$ cat config.mk
export PLATFORM = sky130hd
export DESIGN_NAME = ternary_neuron_popcount_sched
export DESIGN_NICKNAME = d
export VERILOG_FILES = /design/src/rtl/ternary_neuron_popcount_sched.sv
export SDC_FILE = /design/constraint.sdc
export NUM_CORES = 1
export LEC_CHECK = 0
export CORE_ASPECT_RATIO = 1.1
export CORE_UTILIZATION = 41
export DETAILED_ROUTE_END_ITERATION = 8
export PLACE_DENSITY = 0.69
export SLEW_MARGIN = 20
export SYNTH_ARGS = -nofsm -noshare
export SYNTH_HDL_FRONTEND = slang
export SYNTH_SLANG_ARGS = --single-unit
export TNS_END_PERCENT = 30
$ cat constraint.sdc
create_clock -name clk -period 2.9 [get_ports clk]
set_clock_uncertainty 0.15 [all_clocks]
set_input_delay 0.58 -clock clk [delete_from_list [all_inputs] [get_ports clk]]
set_output_delay 0.58 -clock clk [all_outputs]
set_load 0.01 [all_outputs]
$ cat src/rtl/ternary_neuron_popcount_sched.sv
// Ternary neuron sequencer: streams positive then negative 18-bit chunks through
// a shared external popcount unit, accumulates a signed sum and thresholds it to a trit.
module ternary_neuron_popcount_sched #(
   parameter int NCHUNK = 4,
   parameter int ACC_W  = 10,
   parameter int THR_HI = 2,
   parameter int THR_LO = -2
) (
   input  logic                   clk,
   input  logic                   rst,
   input  logic                   in_valid,
   output logic                   in_ready,
   input  logic [NCHUNK*18-1:0]   in_pos,
   input  logic [NCHUNK*18-1:0]   in_neg,
   output logic [17:0]            pc_chunk,
   input  logic [4:0]             pc_count,
   output logic                   out_valid,
   input  logic                   out_ready,
   output logic [1:0]             out_trit,
   output logic [ACC_W-1:0]       out_sum,
   output logic                   busy
);

   localparam int IDX_W = (NCHUNK > 1) ? $clog2(NCHUNK) : 1;
   localparam logic [IDX_W-1:0]        IDX_LAST = IDX_W'(NCHUNK - 1);
   localparam logic signed [ACC_W-1:0] THR_HI_S = ACC_W'(THR_HI);
   localparam logic signed [ACC_W-1:0] THR_LO_S = ACC_W'(THR_LO);

   typedef enum logic [1:0] {IDLE, POS, NEG, DONE} state_t;

   state_t                   state;
   logic [NCHUNK*18-1:0]     pos_reg;
   logic [NCHUNK*18-1:0]     neg_reg;
   logic [IDX_W-1:0]         idx;
   logic signed [ACC_W-1:0]  acc;

   logic [IDX_W-1:0]         idx_nxt;
   logic signed [ACC_W-1:0]  acc_add;
   logic signed [ACC_W-1:0]  acc_sub;

   always_comb begin
      idx_nxt = idx + 1'b1;
      acc_add = acc + ACC_W'(pc_count);
      acc_sub = acc - ACC_W'(pc_count);
   end

   function automatic logic [1:0] trit_of(input logic signed [ACC_W-1:0] s);
      if (s >= THR_HI_S)      return 2'b01;
      else if (s <= THR_LO_S) return 2'b11;
      else                    return 2'b00;
   endfunction

   // pc_chunk is registered one step ahead so it always presents the chunk
   // belonging to the current (state, idx) while pc_count is accumulated.
   always_ff @(posedge clk) begin
      if (rst) begin
         state     <= IDLE;
         in_ready  <= 1'b1;
         out_valid <= 1'b0;
         out_trit  <= '0;
         out_sum   <= '0;
         pc_chunk  <= '0;
         busy      <= 1'b0;
         idx       <= '0;
         acc       <= '0;
         pos_reg   <= '0;
         neg_reg   <= '0;
      end else begin
         case (state)
            IDLE: begin
               if (in_valid && in_ready) begin
                  pos_reg  <= in_pos;
                  neg_reg  <= in_neg;
                  acc      <= '0;
                  idx      <= '0;
                  pc_chunk <= in_pos[17:0];
                  in_ready <= 1'b0;
                  busy     <= 1'b1;
                  state    <= POS;
               end
            end
            POS: begin
               acc <= acc_add;
               if (idx == IDX_LAST) begin
                  idx      <= '0;
                  pc_chunk <= neg_reg[17:0];
                  state    <= NEG;
               end else begin
                  idx      <= idx_nxt;
                  pc_chunk <= pos_reg[18*idx_nxt +: 18];
               end
            end
            NEG: begin
               acc <= acc_sub;
               if (idx == IDX_LAST) begin
                  idx       <= '0;
                  pc_chunk  <= '0;
                  busy      <= 1'b0;
                  out_sum   <= acc_sub;
                  out_trit  <= trit_of(acc_sub);
                  out_valid <= 1'b1;
                  state     <= DONE;
               end else begin
                  idx      <= idx_nxt;
                  pc_chunk <= neg_reg[18*idx_nxt +: 18];
               end
            end
            DONE: begin
               if (out_ready) begin
                  out_valid <= 1'b0;
                  in_ready  <= 1'b1;
                  state     <= IDLE;
               end
            end
            default: state <= IDLE;
         endcase
      end
   end

endmodule

# Word level (Yosys, flattened, before mapping)
# Index checks and enable logic that the tools add are counted.
[classes]
addsub = 3
n_mul = 1
order_cmp = 2
eq_ne = 8
n_shift = 2
mux = 25
reduce_logical = 16
[op_table]
columns = ["cell", "count"]
rows = [
  ["variable part select 72 x 8 -> 18 bit", 2],
  ["2-to-1 mux 18 bit", 3],
  ["case mux 18 bit (3 select lines)", 1],
  ["case mux 10 bit (3 select lines)", 1],
  ["2-to-1 mux 2 bit", 8],
  ["adder 10 x 5 -> 10 bit", 1],
  ["greater-or-equal comparator 10 x 3 -> 1 bit (second input constant)", 1],
  ["<= comparator 10 x 2 -> 1 bit (second input constant)", 1],
  ["2-to-1 mux 10 bit", 1],
  ["subtractor 10 x 5 -> 10 bit", 1],
  ["AND reduction 3 bit", 3],
  ["!= test 2 bit (second input constant)", 4],
  ["case mux 2 bit (4 select lines)", 1],
  ["AND reduction 2 bit", 4],
  ["nonzero test 2 bit", 4],
  ["== test 2 bit (second input constant)", 3],
  ["multiplier 4 x 2 -> 6 bit (first input constant)", 1],
  ["2-to-1 mux 1 bit", 6],
  ["case mux 1 bit (2 select lines)", 3],
  ["case mux 2 bit (2 select lines)", 1],
  ["AND reduction 4 bit", 1],
  ["nonzero test 3 bit", 1],
  ["adder 2 x 1 -> 2 bit (second input constant)", 1],
  ["== test 2 x 1 -> 1 bit (second input constant)", 1],
  ["3 further kinds", 3],
]
[word_totals]
register_bits = 191
output_inout_bits = 33
elab_cells = 68

# Longest topological paths before layout
# Gate-level depths: netlist of run 1.
[depth]
ltp_word = 5
ltp_mapped = 11
mapped_depth_nobuf = 11

# Worst setup path after synthesis of run 1
# No wires, ideal clock.
[synth_path]
path_kind = "input port to flip-flop"
from = "input pc_count[0]"
to = "register out_trit[0]"
setup_time_ns = 0.123
arrival_time_ns = 2.550
required_time_ns = 2.627
slack_ns = 0.077
cell_stages = 10
path_buffers = 0
path_cell_list = "ha_1 > inv_1 > fa_1 > a211oi_4 > o21ai_0 > xor2_1 > nand4b_1 > or4_4 > nor2b_2 > o21ai_1"
[synth_between]
elab_chain_len = 4
[synth_lines]
columns = ["item", "line", "text"]
rows = [
  ["start: declaration", "16", "input logic [4:0] pc_count,"],
  ["subtractor 10 x 5 -> 10 bit *", "44", "acc_sub = acc - ACC_W'(pc_count);"],
  ["<= comparator 10 x 2 -> 1 bit", "49", "else if (s <= THR_LO_S) return 2'b11;"],
  ["2-to-1 mux 2 bit", "49", ""],
  ["2-to-1 mux 2 bit *", "48", "if (s >= THR_HI_S) return 2'b01;"],
  ["end signal: assignment", "100", "out_trit <= trit_of(acc_sub);"],
  ["end: declaration", "19", "output logic [1:0] out_trit,"],
]
# Every way passes the cells marked *; elsewhere a longest branch is shown, timed or not.
# A chain may end at the register's enable or synchronous reset.

# Worst setup path after layout of run 1
[layout_path]
from = "input pc_count[2]"
to = "register out_trit[0]"
# Same word-level chain as after synthesis.

==> flow_summary.yaml, run 1 <==
cells_and_area:
  syn2layout_area_growth_pct: 34.20
  layout_commonest_cell: "nand2_1"
  final_nets: 1408
  drive_gt1_share_pct: 13.45
  antenna_cells: 0
  final_cell_mix: "nand2_1, dfxtp_1, clkdlybuf4s50_1, a21oi_1, buf_4"
  n_fill_cell: 1970
clock_tree:
  clkTransAtPathRegs_ps: 70
  numCtsBuffers: 17
  cts_sinks: 191
  clk_path_buf_depth: 2
  cts_hold_buf: 0
  cts_root_buf: "clkbuf_16"
  cts-htree-levels: 4
  worstSkewPairLatency_ps: 430
  cts_tree: "yes"
synthesis:
  syn_avg_cell_area_um2: 8.233
  synth-seq-cells: 191
  synthFlopType: "dfxtp_1"
  synth_edf_count: 0
  async_reset_ff_share_pct: 0
  synth_cells: 1065
  syn_nets: 1237
  synth_cell_type_count: 56
  yosysWarnings: 0
  syn_area_um2: 8768
  ys_seq_area_share_pct: 43.61
routing:
  wl_um: 25600
  antenna_left: 0
  vias_per_cell: 5.166
  drt-initial-drc-count: 489
  wl_per_cell_um: 16.69
  route.detailed.drc: 0
  first_pass_iters: 5
  vias: 7925
pwr:
  ir_drop_mv: 0.5438
  seqPwrFrac_pct: 35.7
  p_int_uw: 6047
  power_uw: 9675
  p_switching_uw: 3628
  p_per_area_nw_per_um2: 822.2
  clkPwrFrac_pct: 23.7
  leakagePower_uw: 0.004263
  pwr-share-comb_pct: 40.6
  switching_share_pct: 37.50
floorplan:
  io_pins: 186
  rows: 55
  fp.dieH_um: 155.4
  die-area_um2: 21980
  core_area_um2: 20780
  start_util_pct: 42.19
  die_w_um: 141.4
sta:
  slew_violations: 0
  tns_ps: 0
  worstMarginPinSlew_ps: 682.7
  period_needed_ps: 2841
  period_share_pct: 97.96
  finalHoldViolCount: 0
  setup_violations: 0
  timing.fmax_ghz: 0.3520
  relSlewSlack_pct: 54.48
  rsz0062_at_grt: "yes"
  holdWs_ps: 303.2
min_path:
  hp-class: "reg -> reg"
setup_path:
  critPathArrivalTime_ps: 3010
  endpoint_kind: "flop"
  critPathKind: "in -> reg"
  critPathMaxFanout: 4
  crit_required_ps: 3070
  startpoint_type: "primary input"
grt:
  grt_max_degree: 109
  gr-total-overflow: 0
  grt_usage_pct: 23.89
  antenna_found_initial: 1
  first_global_vias: 7698
  grt_first_pass_wirelength_um: 40190
run:
  cap_viol_max_count: 0
placement:
  gp_routability_congestion: 0.8780
  dp_hpwl_um: 18560
  portBuffers: 185
status:
  status: "finished clean"
cells in the mapped netlist, types with 2 or more instances:
library cell  number  area (um2)
nand2_1          343        1287
dfxtp_1          191        3824
a21oi_1          177       885.9
clkbuf_1          65       244.0
nor2_1            46       172.7
mux4_2            36       810.8
o21ai_0           32       160.2
a31oi_1           19       118.9
mux2_2            18       202.7
ha_1              17       212.7
inv_1             16       60.06
buf_1             11       41.29
nor3_1             7       35.03
a211oi_1           6       45.04
a22o_1             6       52.55
xor2_1             6       52.55
a22oi_1            5       37.54
buf_2              5       25.02
xnor2_1            4       35.03
a32oi_1            3       26.28
nand2b_1           3       18.77
nand3_1            3       15.01
nor2b_1            3       18.77
o21bai_1           3       22.52
a2bb2oi_1          2       17.52
buf_4              2       15.01
fa_1               2       40.04
nand3b_1           2       15.01
nand4_1            2       12.51
o2111ai_1          2       17.52
o21ai_1            2       10.01
o22ai_1            2       12.51
worst paths after layout:
kind | cells after the start | to | start | slack, ps
max | 10 | out_trit[0] | pc_count[2] | 60
min | 2 | pos_reg[11] | pos_reg[11] | 300
max reg2reg | 11 | out_trit[0] | acc[0] | 100
min reg2reg | 2 | pos_reg[11] | pos_reg[11] | 300
critical path, stage by stage:
cell and delay [ps]:
clkdlybuf4s50_1 480, inv_1 50, ha_1 350, a211oi_4 300
nor2_2 90, xnor2_2 250, nand4b_1 150, or4_4 570
nor2b_2 120, o21ai_1 60
cell type report:
| cell class | count | area [um2] | share of cell area, % |
|---|---|---|---|
| Clock buffer | 18 | 439.2 | 3.732 |
| Clock inverter | 14 | 143.9 | 1.223 |
| Inverter | 16 | 60.06 | 0.5104 |
| Multi-Input combinational cell | 774 | 4638 | 39.42 |
| Sequential cell | 191 | 3826 | 32.51 |
| Tap cell | 285 | 356.6 | 3.030 |
| Timing Repair Buffer | 236 | 2303 | 19.57 |
metrics by stage:
step / util (%) / cells / setup WS, ps / area, um2
after floorplan: - / 1065 / 76.62 / 8768
after global placement: 53.38 / 1500 / -556.4 / 11090
after detailed placement: 53.38 / 1500 / -607.8 / 11090
after CTS: 56.23 / 1532 / 3.755 / 11690
after global routing: 56.62 / 1534 / -2.119 / 11770
final: 56.62 / 1534 / 59.02 / 11770
what timing repair did:
action,4_1_cts,5_1_grt
setup endpoints to repair,2,3
pin swaps,1,8
resized for setup,4,17
buffers inserted,0,2
routing by layer:
layer,global-route usage [%],part of all wire [%],up-vias
met1,27.57,41,3714
met5,0,0,-
met2,43.09,52,204
li1,-,-,3970
met4,9.114,2.8,0
met3,5.109,5.0,37
power groups by stage:
| stage | registers [uW] | clock network (uW) | logic (uW) |
|---|---|---|---|
| after floorplan | 3460 | 0 | 2470 |
| after global placement | 3500 | 0 | 3890 |
| after detailed placement | 3510 | 0 | 3910 |
| after CTS | 3450 | 2330 | 3930 |
| after global routing | 3520 | 2450 | 4310 |
| final | 3460 | 2290 | 3920 |
logic make-up after synthesis:
kind of cell             Yosys count  share of synthesized area (%)
buffers and inverters            100                          4.523
AO/OA/AOI/OAI                    266                          16.88
flip-flops                       191                          43.61
multiplexers                      55                          11.67
XOR/XNOR                          11                          1.184
AND/OR/NAND/NOR                  423                          19.25
adder cells (fa/ha/maj)           19                          2.882
No activity file was read; power rests on OpenSTA's default activity.
==> inputs of run 2 (changes only) <==
--- a/config.mk
+++ b/config.mk
@@ -8,7 +8,7 @@
 export CORE_ASPECT_RATIO = 1.1
 export CORE_UTILIZATION = 41
 export DETAILED_ROUTE_END_ITERATION = 8
-export PLACE_DENSITY = 0.69
+export PLACE_DENSITY = 0.67
 export SLEW_MARGIN = 20
 export SYNTH_ARGS = -nofsm -noshare
 export SYNTH_HDL_FRONTEND = slang
==> constraint.sdc (replaced) <==
create_clock -name clk -period 3.7 [get_ports clk]
set_clock_uncertainty 0.15 [all_clocks]
set_input_delay 0.74 -clock clk [delete_from_list [all_inputs] [get_ports clk]]
set_output_delay 0.74 -clock clk [all_outputs]
set_load 0.01 [all_outputs]
==> flow_summary.yaml, run 2 (synthesis results as in run 1) <==
status:
  status: "finished clean"
sta:
  period_share_pct: 89.00
  finalHoldViolCount: 0
  setup_violations: 0
  relSlewSlack_pct: 49.64
  period_needed_ps: 3293
  rsz0062_at_grt: "no"
  tns_ps: 0
  timing.fmax_ghz: 0.3037
  worstMarginPinSlew_ps: 755.3
  slew_violations: 0
  holdWs_ps: 302.9
cells_and_area:
  final_cell_mix: "nand2_1, dfxtp_1, clkdlybuf4s50_1, a21oi_1, nor2_1"
  final_nets: 1376
  syn2layout_area_growth_pct: 30.91
  drive_gt1_share_pct: 9.786
  n_fill_cell: 2016
  layout_commonest_cell: "nand2_1"
grt:
  use_met2_pct: 42.22
  grt_usage_pct: 23.28
  use_met3_pct: 4.524
  grtUsageMet1_pct: 26.21
  first_global_vias: 7484
  antenna_found_initial: 1
  grt_first_pass_wirelength_um: 39250
  grt_max_degree: 85
  busiest_layer: "met2"
  gr-total-overflow: 0
routing:
  first_pass_iters: 5
  wl_per_cell_um: 16.78
  vias: 7802
  antenna_left: 0
  drt-initial-drc-count: 558
  wl_um: 25230
  route.detailed.drc: 0
  vias_per_cell: 5.191
floorplan:
  core_area_um2: 20780
  die-area_um2: 21980
  rows: 55
  die_w_um: 141.4
  io_pins: 186
  fp.dieH_um: 155.4
  start_util_pct: 42.19
clock_tree:
  cts_resized: 0
  cts_hold_buf: 0
  post-cts-setup-buffer-count: 0
  clkTransAtPathRegs_ps: 70
  clk_path_buf_depth: 2
  worstSkewPairLatency_ps: 430
  numCtsBuffers: 17
  cts_root_buf: "clkbuf_16"
  cts-htree-levels: 4
  cts_sinks: 191
  cts_tree: "yes"
pwr:
  leakagePower_uw: 0.004090
  p_int_uw: 4782
  pwr-share-comb_pct: 39.4
  switching_share_pct: 36.98
  seqPwrFrac_pct: 35.7
  p_per_area_nw_per_um2: 661.1
  ir_drop_mv: 0.4216
  power_uw: 7588
  p_switching_uw: 2806
  clkPwrFrac_pct: 24.9
placement:
  gp_routability_congestion: 0.9695
  portBuffers: 185
  dp_hpwl_um: 18110
setup_path:
  critPathMaxFanout: 3
  crit_required_ps: 3840
  critPathKind: "in -> reg"
  endpoint_kind: "flop"
  critPathArrivalTime_ps: 3430
  rrSetupSlack_ps: 850
  startpoint_type: "primary input"
min_path:
  hp-class: "reg -> reg"
run:
  cap_viol_max_count: 0
==> run 2: cell count changes in the layout (fill, tap and decap cells not counted), moves of 3 or more <==
cell | before | now
clkinv_4 | 1 | 4
inv_2 | 3 | 0
inv_1 | 13 | 16
buf_4 | 46 | 14
inv_6 | 4 | 1
==> run 2: worst max-delay path, stage by stage <==
cell and delay [ps]:
clkdlybuf4s50_1 520, ha_1 190, inv_1 60, fa_1 440, a211oi_4 310, o21ai_0 160, xor2_1 180, nand4b_1 210
or4_4 450, nand3_1 100, a21oi_1 70
==> run 2: layout make-up <==
type | instances | area, um2 | area share (%)
Timing Repair Buffer | 204 | 2058 | 17.93
Clock inverter | 14 | 180.2 | 1.570
Tap cell | 285 | 356.6 | 3.107
Antenna cell | 2 | 5.005 | 0.04360
Sequential cell | 191 | 3825 | 33.32
Inverter | 16 | 60.06 | 0.5232
Clock buffer | 17 | 425.4 | 3.706
Multi-Input combinational cell | 774 | 4568 | 39.80
==> run 2: per-layer routing <==
metal | vias up | part of all wire, %
met4 | 0 | 3.4
met3 | 43 | 4.7
met5 | - | 0
met2 | 194 | 53
li1 | 3902 | -
met1 | 3663 | 39
==> run 2: final timing paths <==
| kind | start | to | cells past startpoint |
|---|---|---|---|
| hold reg to reg | neg_reg[43] | neg_reg[43] | 2 |
| setup reg to reg | acc[0] | out_trit[1] | 11 |
| setup / recovery | pc_count[0] | out_trit[1] | 11 |
| hold / removal | neg_reg[43] | neg_reg[43] | 2 |
==> run 2: power groups by stage <==
stage / clock network (uW) / registers [uW] / logic [uW]
final: 1890 / 2710 / 2990
after global placement: 0 / 2740 / 2990
after CTS: 1920 / 2710 / 3020
after floorplan: 0 / 2710 / 1940
after global routing: 2000 / 2750 / 3280
after detailed placement: 0 / 2750 / 3010
==> run 2: per-stage QoR <==
step                area, um2  setup WS, ps  util, %  cells
floorplan                8768         716.6        -   1065
global placement        10870         77.69    52.29   1470
detailed placement      10870        -9.807    52.29   1470
CTS                     11470         443.2    55.21   1501
global route            11480         267.2    55.22   1502
finish                  11480         407.1    55.23   1503
==> inputs of run 3 (changes only) <==
--- a/config.mk
+++ b/config.mk
@@ -13,4 +13,3 @@
 export SYNTH_ARGS = -nofsm -noshare
 export SYNTH_HDL_FRONTEND = slang
 export SYNTH_SLANG_ARGS = --single-unit
-export TNS_END_PERCENT = 30
==> results of run 3 <==
No change in the layout: final DEF, timing and power equal those of run 2.
